[src/rtl/synth_pkg.sv]
`default_nettype none
// ============================================================================
// Module      : synth_pkg
// Description : Shared synth constants, oscillator state encoding, ROM widths.
// Revision    : 1.0
// ============================================================================
package synth_pkg;

    localparam int NBIT_PERIOD_DEF = 16;
    localparam int NBIT_STEP_DEF   = 6;
    localparam int NBIT_OUT_DEF    = 16;

    // Note -> period ROM geometry feeding the oscillator stage
    localparam int ROM_NBIT_ADDR = 7;
    localparam int ROM_DEPTH     = 1 << ROM_NBIT_ADDR;
    localparam int ROM_NBIT_DATA = NBIT_PERIOD_DEF;

    typedef enum logic [0:0] {
        IDLE = 1'b0,
        RUN  = 1'b1
    } osc_state_t;

endpackage : synth_pkg
`default_nettype wire

[src/rtl/saw_osc_if.sv]
`default_nettype none
// ============================================================================
// Module      : saw_osc_if
// Description : Period/load input and ramp output bundle of the saw oscillator.
// Revision    : 1.0
// ============================================================================
interface saw_osc_if #(
    parameter int NBIT_PERIOD = 16,
    parameter int NBIT_OUT    = 16
);
    logic                   note_on;
    logic                   load;
    logic [NBIT_PERIOD-1:0] period;
    logic [NBIT_OUT-1:0]    sample;
    logic                   step_stb;
    logic                   wrap_stb;
    logic                   active;
    logic [NBIT_PERIOD-1:0] cur;

    modport master (
        output note_on, load, period,
        input  sample, step_stb, wrap_stb, active, cur
    );

    modport slave (
        input  note_on, load, period,
        output sample, step_stb, wrap_stb, active, cur
    );
endinterface : saw_osc_if
`default_nettype wire

[src/rtl/saw_step_timer.sv]
`default_nettype none
// ============================================================================
// Module      : saw_step_timer
// Description : Per-step down-counter; reloads from pend and flags boundaries.
// Revision    : 1.0
// ============================================================================
module saw_step_timer #(
    parameter int NBIT_PERIOD = 16
) (
    input  wire logic                   clk,
    input  wire logic                   rst,
    input  wire logic                   run,
    input  wire logic [NBIT_PERIOD-1:0] pend,
    output logic                        tick
);

    localparam logic [NBIT_PERIOD-1:0] C_ONE = NBIT_PERIOD'(1);

    logic [NBIT_PERIOD-1:0] r_cnt;

    // Boundary is combinational so the FSM can act on it in the same cycle
    assign tick = run && (r_cnt == '0);

    always_ff @(posedge clk) begin
        if (rst) begin
            r_cnt <= '0;
        end else if (!run || r_cnt == '0) begin
            r_cnt <= pend - C_ONE;
        end else begin
            r_cnt <= r_cnt - C_ONE;
        end
    end

endmodule : saw_step_timer
`default_nettype wire

[src/rtl/saw_osc.sv]
`default_nettype none
// ============================================================================
// Module      : saw_osc
// Description : Sawtooth oscillator stepping a phase counter every `period`
//               cycles. Macro SAW_OSC_SIGNED_OUT_EN selects two's-complement
//               output; otherwise the ramp is unsigned.
// Revision    : 1.0
// ============================================================================
module saw_osc
    import synth_pkg::*;
#(
    parameter int NBIT_PERIOD = NBIT_PERIOD_DEF,
    parameter int NBIT_STEP   = NBIT_STEP_DEF,
    parameter int NBIT_OUT    = NBIT_OUT_DEF
) (
    input  wire logic clk,
    input  wire logic rst,
    saw_osc_if.slave  bus
);

    localparam logic [NBIT_STEP-1:0] C_PH_ONE = NBIT_STEP'(1);
    localparam int                   C_SHIFT  = NBIT_OUT - NBIT_STEP;

    osc_state_t             r_state;
    osc_state_t             w_state_nxt;
    logic [NBIT_PERIOD-1:0] r_pend;
    logic [NBIT_PERIOD-1:0] r_cur;
    logic [NBIT_PERIOD-1:0] w_cur_nxt;
    logic [NBIT_STEP-1:0]   r_phase;
    logic [NBIT_STEP-1:0]   w_phase_nxt;
    logic [NBIT_OUT-1:0]    r_sample;
    logic [NBIT_OUT-1:0]    w_sample_nxt;
    logic                   r_step_stb;
    logic                   w_step_nxt;
    logic                   r_wrap_stb;
    logic                   w_wrap_nxt;
    logic                   r_active;
    logic                   w_tick;

    saw_step_timer #(
        .NBIT_PERIOD (NBIT_PERIOD)
    ) u_timer (
        .clk  (clk),
        .rst  (rst),
        .run  (r_state == RUN),
        .pend (r_pend),
        .tick (w_tick)
    );

    always_ff @(posedge clk) begin
        if (rst) begin
            r_state    <= IDLE;
            r_pend     <= '0;
            r_cur      <= '0;
            r_phase    <= '0;
            r_sample   <= '0;
            r_step_stb <= 1'b0;
            r_wrap_stb <= 1'b0;
            r_active   <= 1'b0;
        end else begin
            r_state    <= w_state_nxt;
            if (bus.load) begin
                r_pend <= bus.period;
            end
            r_cur      <= w_cur_nxt;
            r_phase    <= w_phase_nxt;
            r_sample   <= w_sample_nxt;
            r_step_stb <= w_step_nxt;
            r_wrap_stb <= w_wrap_nxt;
            r_active   <= (w_state_nxt == RUN);
        end
    end

    always_comb begin
        w_state_nxt  = r_state;
        w_cur_nxt    = r_cur;
        w_phase_nxt  = r_phase;
        w_step_nxt   = 1'b0;
        w_wrap_nxt   = 1'b0;
        w_sample_nxt = '0;

        case (r_state)
            IDLE: begin
                w_cur_nxt   = r_pend;
                w_phase_nxt = '0;
                if (bus.note_on && r_pend != '0) begin
                    w_state_nxt = RUN;
                end
            end
            RUN: begin
                // Gate-off outranks a boundary landing in the same cycle
                if (!bus.note_on) begin
                    w_state_nxt = IDLE;
                    w_phase_nxt = '0;
                end else if (w_tick) begin
                    if (r_pend == '0) begin
                        w_state_nxt = IDLE;
                        w_phase_nxt = '0;
                    end else begin
                        w_cur_nxt   = r_pend;
                        w_phase_nxt = r_phase + C_PH_ONE;
                        w_step_nxt  = 1'b1;
                        w_wrap_nxt  = &r_phase;
                    end
                end
            end
            default: begin
                w_state_nxt = IDLE;
                w_phase_nxt = '0;
            end
        endcase

        if (w_state_nxt == RUN) begin
            w_sample_nxt = NBIT_OUT'(w_phase_nxt) << C_SHIFT;
`ifdef SAW_OSC_SIGNED_OUT_EN
            w_sample_nxt[NBIT_OUT-1] = ~w_sample_nxt[NBIT_OUT-1];
`endif
        end
    end

    assign bus.sample   = r_sample;
    assign bus.step_stb = r_step_stb;
    assign bus.wrap_stb = r_wrap_stb;
    assign bus.active   = r_active;
    assign bus.cur      = r_cur;

endmodule : saw_osc
`default_nettype wire

[src/flat_wrapper.sv]
// flat-port wrapper written by rule: the top's interface ports become plain ports
module saw_osc_flat import synth_pkg::*;
#(
    parameter int NBIT_PERIOD = NBIT_PERIOD_DEF,
    parameter int NBIT_STEP   = NBIT_STEP_DEF,
    parameter int NBIT_OUT    = NBIT_OUT_DEF
)
  (clk, rst, bus_note_on, bus_load, bus_period, bus_sample, bus_step_stb, bus_wrap_stb, bus_active, bus_cur);
  saw_osc_if #(.NBIT_PERIOD(NBIT_PERIOD), .NBIT_OUT(NBIT_OUT)) bus_i ();
  input  wire logic clk;
  input  wire logic rst;
  input wire logic [$bits(bus_i.note_on)-1:0] bus_note_on;
  input wire logic [$bits(bus_i.load)-1:0] bus_load;
  input wire logic [$bits(bus_i.period)-1:0] bus_period;
  output wire logic [$bits(bus_i.sample)-1:0] bus_sample;
  output wire logic [$bits(bus_i.step_stb)-1:0] bus_step_stb;
  output wire logic [$bits(bus_i.wrap_stb)-1:0] bus_wrap_stb;
  output wire logic [$bits(bus_i.active)-1:0] bus_active;
  output wire logic [$bits(bus_i.cur)-1:0] bus_cur;
  assign bus_i.note_on = bus_note_on;
  assign bus_i.load = bus_load;
  assign bus_i.period = bus_period;
  assign bus_sample = bus_i.sample;
  assign bus_step_stb = bus_i.step_stb;
  assign bus_wrap_stb = bus_i.wrap_stb;
  assign bus_active = bus_i.active;
  assign bus_cur = bus_i.cur;
  saw_osc #(.NBIT_PERIOD(NBIT_PERIOD), .NBIT_STEP(NBIT_STEP), .NBIT_OUT(NBIT_OUT)) u_core (.clk(clk), .rst(rst), .bus(bus_i));
endmodule
[config.mk]
export PLATFORM = sky130hd
export DESIGN_NAME = saw_osc_flat
export DESIGN_NICKNAME = d
export VERILOG_FILES = /design/src/rtl/synth_pkg.sv /design/src/rtl/saw_osc_if.sv /design/src/rtl/saw_step_timer.sv /design/src/rtl/saw_osc.sv /design/src/flat_wrapper.sv
export SDC_FILE = /design/constraint.sdc
export NUM_CORES = 1
export LEC_CHECK = 0
export CAP_MARGIN = 20
export CORE_ASPECT_RATIO = 0.5
export CORE_MARGIN = 5
export CORE_UTILIZATION = 35
export CTS_CLUSTER_SIZE = 20
export DETAILED_ROUTE_END_ITERATION = 6
export DONT_BUFFER_PORTS = 1
export GPL_ROUTABILITY_DRIVEN = 0
export PLACE_DENSITY = 0.46
export SLEW_MARGIN = 20
export SYNTH_ARGS = -nofsm -noshare
export SYNTH_HDL_FRONTEND = slang
export SYNTH_HIERARCHICAL = 1
export SYNTH_SLANG_ARGS = --single-unit
[constraint.sdc]
create_clock -name clk -period 10.1 [get_ports clk]
set_input_delay 1.01 -clock clk [delete_from_list [all_inputs] [get_ports clk]]
set_output_delay 1.01 -clock clk [all_outputs]
set_load 0.05 [all_outputs]
==> reports/qor.yml <==
outcome: "finished, final reports clean"
grt_antenna_before_repair: 0
cts-buffers-inserted: 9
routed_wl_um: 7220
crit_slowest_cell: "or4b_2"
cts_root_buffer: "clkbuf_16"
max_stage_delay_ns: 0.66
drc: 0
cts_tree: "built"
yosysTopAreaCell: "dfxtp_1"
drtIter0Drc: 136
hold_path.class: "reg -> reg"
startpoint_type: "flop"
drt-wirelength-per-cell_um: 16.2
grt_overflow: 0
synth-xor-area-share: 0.0499
crit_family: "simple AND/OR/NAND/NOR gates"
grt_pass1_vias: 2229
critPathCaptureType: "flop"
hp-start: "u_core/r_phase[5]"
clock_latency_ns: 0.32
diodes: 0
die_y_um: 77.2
worstReg2RegStart: "u_core/u_timer/r_cnt[11]"
layout_setup_ws_ns: 6.10
muxShareOfSynthArea: 0.127
crit_chain: "or4_4 -> or3_4 -> o21ai_4 -> mux2i_1 -> ha_1 -> or4b_2 -> nor2b_1 -> nand3b_1 -> xnor2_1 -> nor2_1 -> a211oi_1"
synth-compound-area-share: 0.104
synth-edff-count: 0
yosys.area.top_type_share: 0.399
async_flop_share: 0
cts_setup_buffers: 0
syn_area_sq_mm: 0.00316
dieArea_sq_mm: 0.0111
syn_inst: 330
power.density_mw_per_mm2: 194
hold_path_end: "u_core/bus.wrap_stb"
r2r_cells: 11
rsz0062_at_grt: "false"
fmax_ghz: 0.250
fin_skew_ns: 0.00494
p_total_mw: 0.671
grt_pass1_wl_um: 11900
period_share: 0.396
hold_slack_ns: 0.457
pin_count: 55
critPathMaxFanout: 16
synth_cell_type_count: 61
finalSetupTns_ns: 0
pre_cts_ws_ns: 6.14
start_util: 0.362
leakagePower_nw: 1.29
numClockSinks: 63
num_vias: 2265
yosys.area_share.simple: 0.253
cp_data_arrival_time_ns: 4.23
synthAdderAreaFrac: 0.00792
cp.required_ns: 10.34
synth.area.top_cells: "dfxtp_1 40%, mux2i_1 12%, nand2b_1 5.9%, nor2_1 4.6%, xnor2_1 3.3%"
synth_ff_type: "dfxtp_1"
drive_gt1_frac: 0.0970
holdPathStages: 2
synth_top_family_by_area: "simple AND/OR/NAND/NOR gates"
timing.rr.end: "u_core/u_timer/r_cnt[12]"
dp_hpwl_um: 5180
yosysWarningCount: 6
viasPerCell: 5.07
cts_resized: 0
die_x_um: 144
portBuffers: 0
holdBufCountCts: 0
finalHoldViolCount: 0
setup_violations: 0
core-area_sq_mm: 0.00874
nFillCells: 867
drv_slew: 0
fin_nets: 349
clockBufferDepth: 2
timing_worst_slew_pin_value_ns: 0.751
ff2ff_setup_slack_ns: 6.10
grt_usage: 0.136
period_minus_slack_ns: 4.00
path_class: "reg -> reg"
synthToLayoutAreaGrowth_pct: 9.47
synth_most_common_cell: "dfxtp_1"
ys_seq_elements: 63
ir_drop_mv: 0.0849
synth.yosys.seq_area_share: 0.399
crit_buf_inv: 0
relSlewSlack: 0.497
synth_common_cells: "63 x dfxtp_1, 39 x mux2i_1, 39 x nor2_1"
avgSynthCellArea_sq_um: 9.57
cap_violations: 0
grt_max_degree: 67
rows: 24
drtPass1Iterations: 4
cts_htree_levels: 3
ant_nets: 0
clkSlewWorstSetupHoldPaths_ns: 0.05
where the power goes:
group / switching (mW) / internal (mW) / total [mW]
Combinational: 0.0547 / 0.0444 / 0.0991
Sequential: 0.0304 / 0.264 / 0.295
Clock: 0.100 / 0.176 / 0.277
routing by layer:
metal | share of wire | vias to the layer above | track usage
met5 | 0 | - | 0
met4 | 0.014 | 0 | 0.0410
met3 | 0.056 | 10 | 0.0541
met2 | 0.43 | 43 | 0.201
met1 | 0.50 | 1067 | 0.181
li1 | - | 1145 | -
layout by cell type, fill, tap and decap left out, types with 3 or more instances in the layout:
cell / synthesis / layout
a211oi_1: 8 / 8
a21oi_1: 6 / 6
a32o_1: 4 / 4
clkbuf_16: 0 / 9
conb_1: 1 / 10
dfxtp_1: 63 / 63
inv_1: 4 / 4
mux2i_1: 39 / 39
nand2_1: 17 / 17
nand2b_1: 30 / 30
nand3_1: 5 / 5
nand3b_1: 3 / 3
nand4_1: 4 / 4
nor2_1: 39 / 39
nor3_1: 6 / 6
nor4_1: 3 / 3
nor4_4: 4 / 4
o21ai_0: 4 / 4
or2b_1: 3 / 3
or3_1: 3 / 3
xnor2_1: 12 / 12
xor2_1: 6 / 6
per-stage QoR:
step | utilization | instance area, sq um | std cells
global route | 0.396 | 3460 | 447
CTS | 0.395 | 3450 | 447
floorplan | - | 3190 | 339
finish | 0.396 | 3460 | 447
detailed placement | 0.365 | 3190 | 433
global placement | 0.365 | 3190 | 433
flip-flops by register name (all words and copies together), names as in the netlist:
register              count
u_core/bus.cur           16
u_core/bus.wrap_stb       1
u_core/r_pend            16
u_core/bus.step_stb       1
u_core/bus.active         1
u_core/bus.sample         6
u_core/u_timer/r_cnt     16
u_core/r_phase            6
how the worst max path moves through the flow:
| stage | start | endpoint | slack, ns | cells after the start |
|---|---|---|---|---|
| floorplan | u_core/u_timer/r_cnt[11] | u_core/u_timer/r_cnt[14] | 6.54 | 12 |
| global placement | u_core/u_timer/r_cnt[11] | u_core/u_timer/r_cnt[12] | 6.21 | 11 |
| detailed placement | u_core/u_timer/r_cnt[11] | u_core/u_timer/r_cnt[14] | 6.14 | 11 |
| CTS | u_core/u_timer/r_cnt[11] | u_core/u_timer/r_cnt[12] | 6.11 | 11 |
| global route | u_core/u_timer/r_cnt[11] | u_core/u_timer/r_cnt[14] | 5.82 | 11 |
| finish | u_core/u_timer/r_cnt[11] | u_core/u_timer/r_cnt[12] | 6.10 | 11 |
tightest hold or removal path, delay by kind of cell (launching register included):
kind | cells | cell delay, ns
and+or+nand+nor | 2 | 0.10
DFF | 1 | 0.31
area by class of cell:
cell class                      instances  area (sq um)  share of cell area
Clock buffer                           13           260              0.0753
Clock inverter                          1          5.00             0.00145
Inverter                                5          18.8             0.00543
Multi-Input combinational cell        247          1760               0.509
Sequential cell                        63          1260               0.365
Tap cell                              117           146              0.0423
Timing Repair Buffer                    1          7.51             0.00217
cell families (layout without fill, tap and decap cells):
logic type / after synthesis / count (layout)
simple gates: 135 / 135
flops: 63 / 63
buf+inv: 29 / 20
compound gates: 42 / 42
fa+ha+maj: 2 / 2
xor+xnor: 18 / 18
mux: 40 / 40
other cells: 1 / 10
Note: power is estimated with default switching activity, not from simulation.
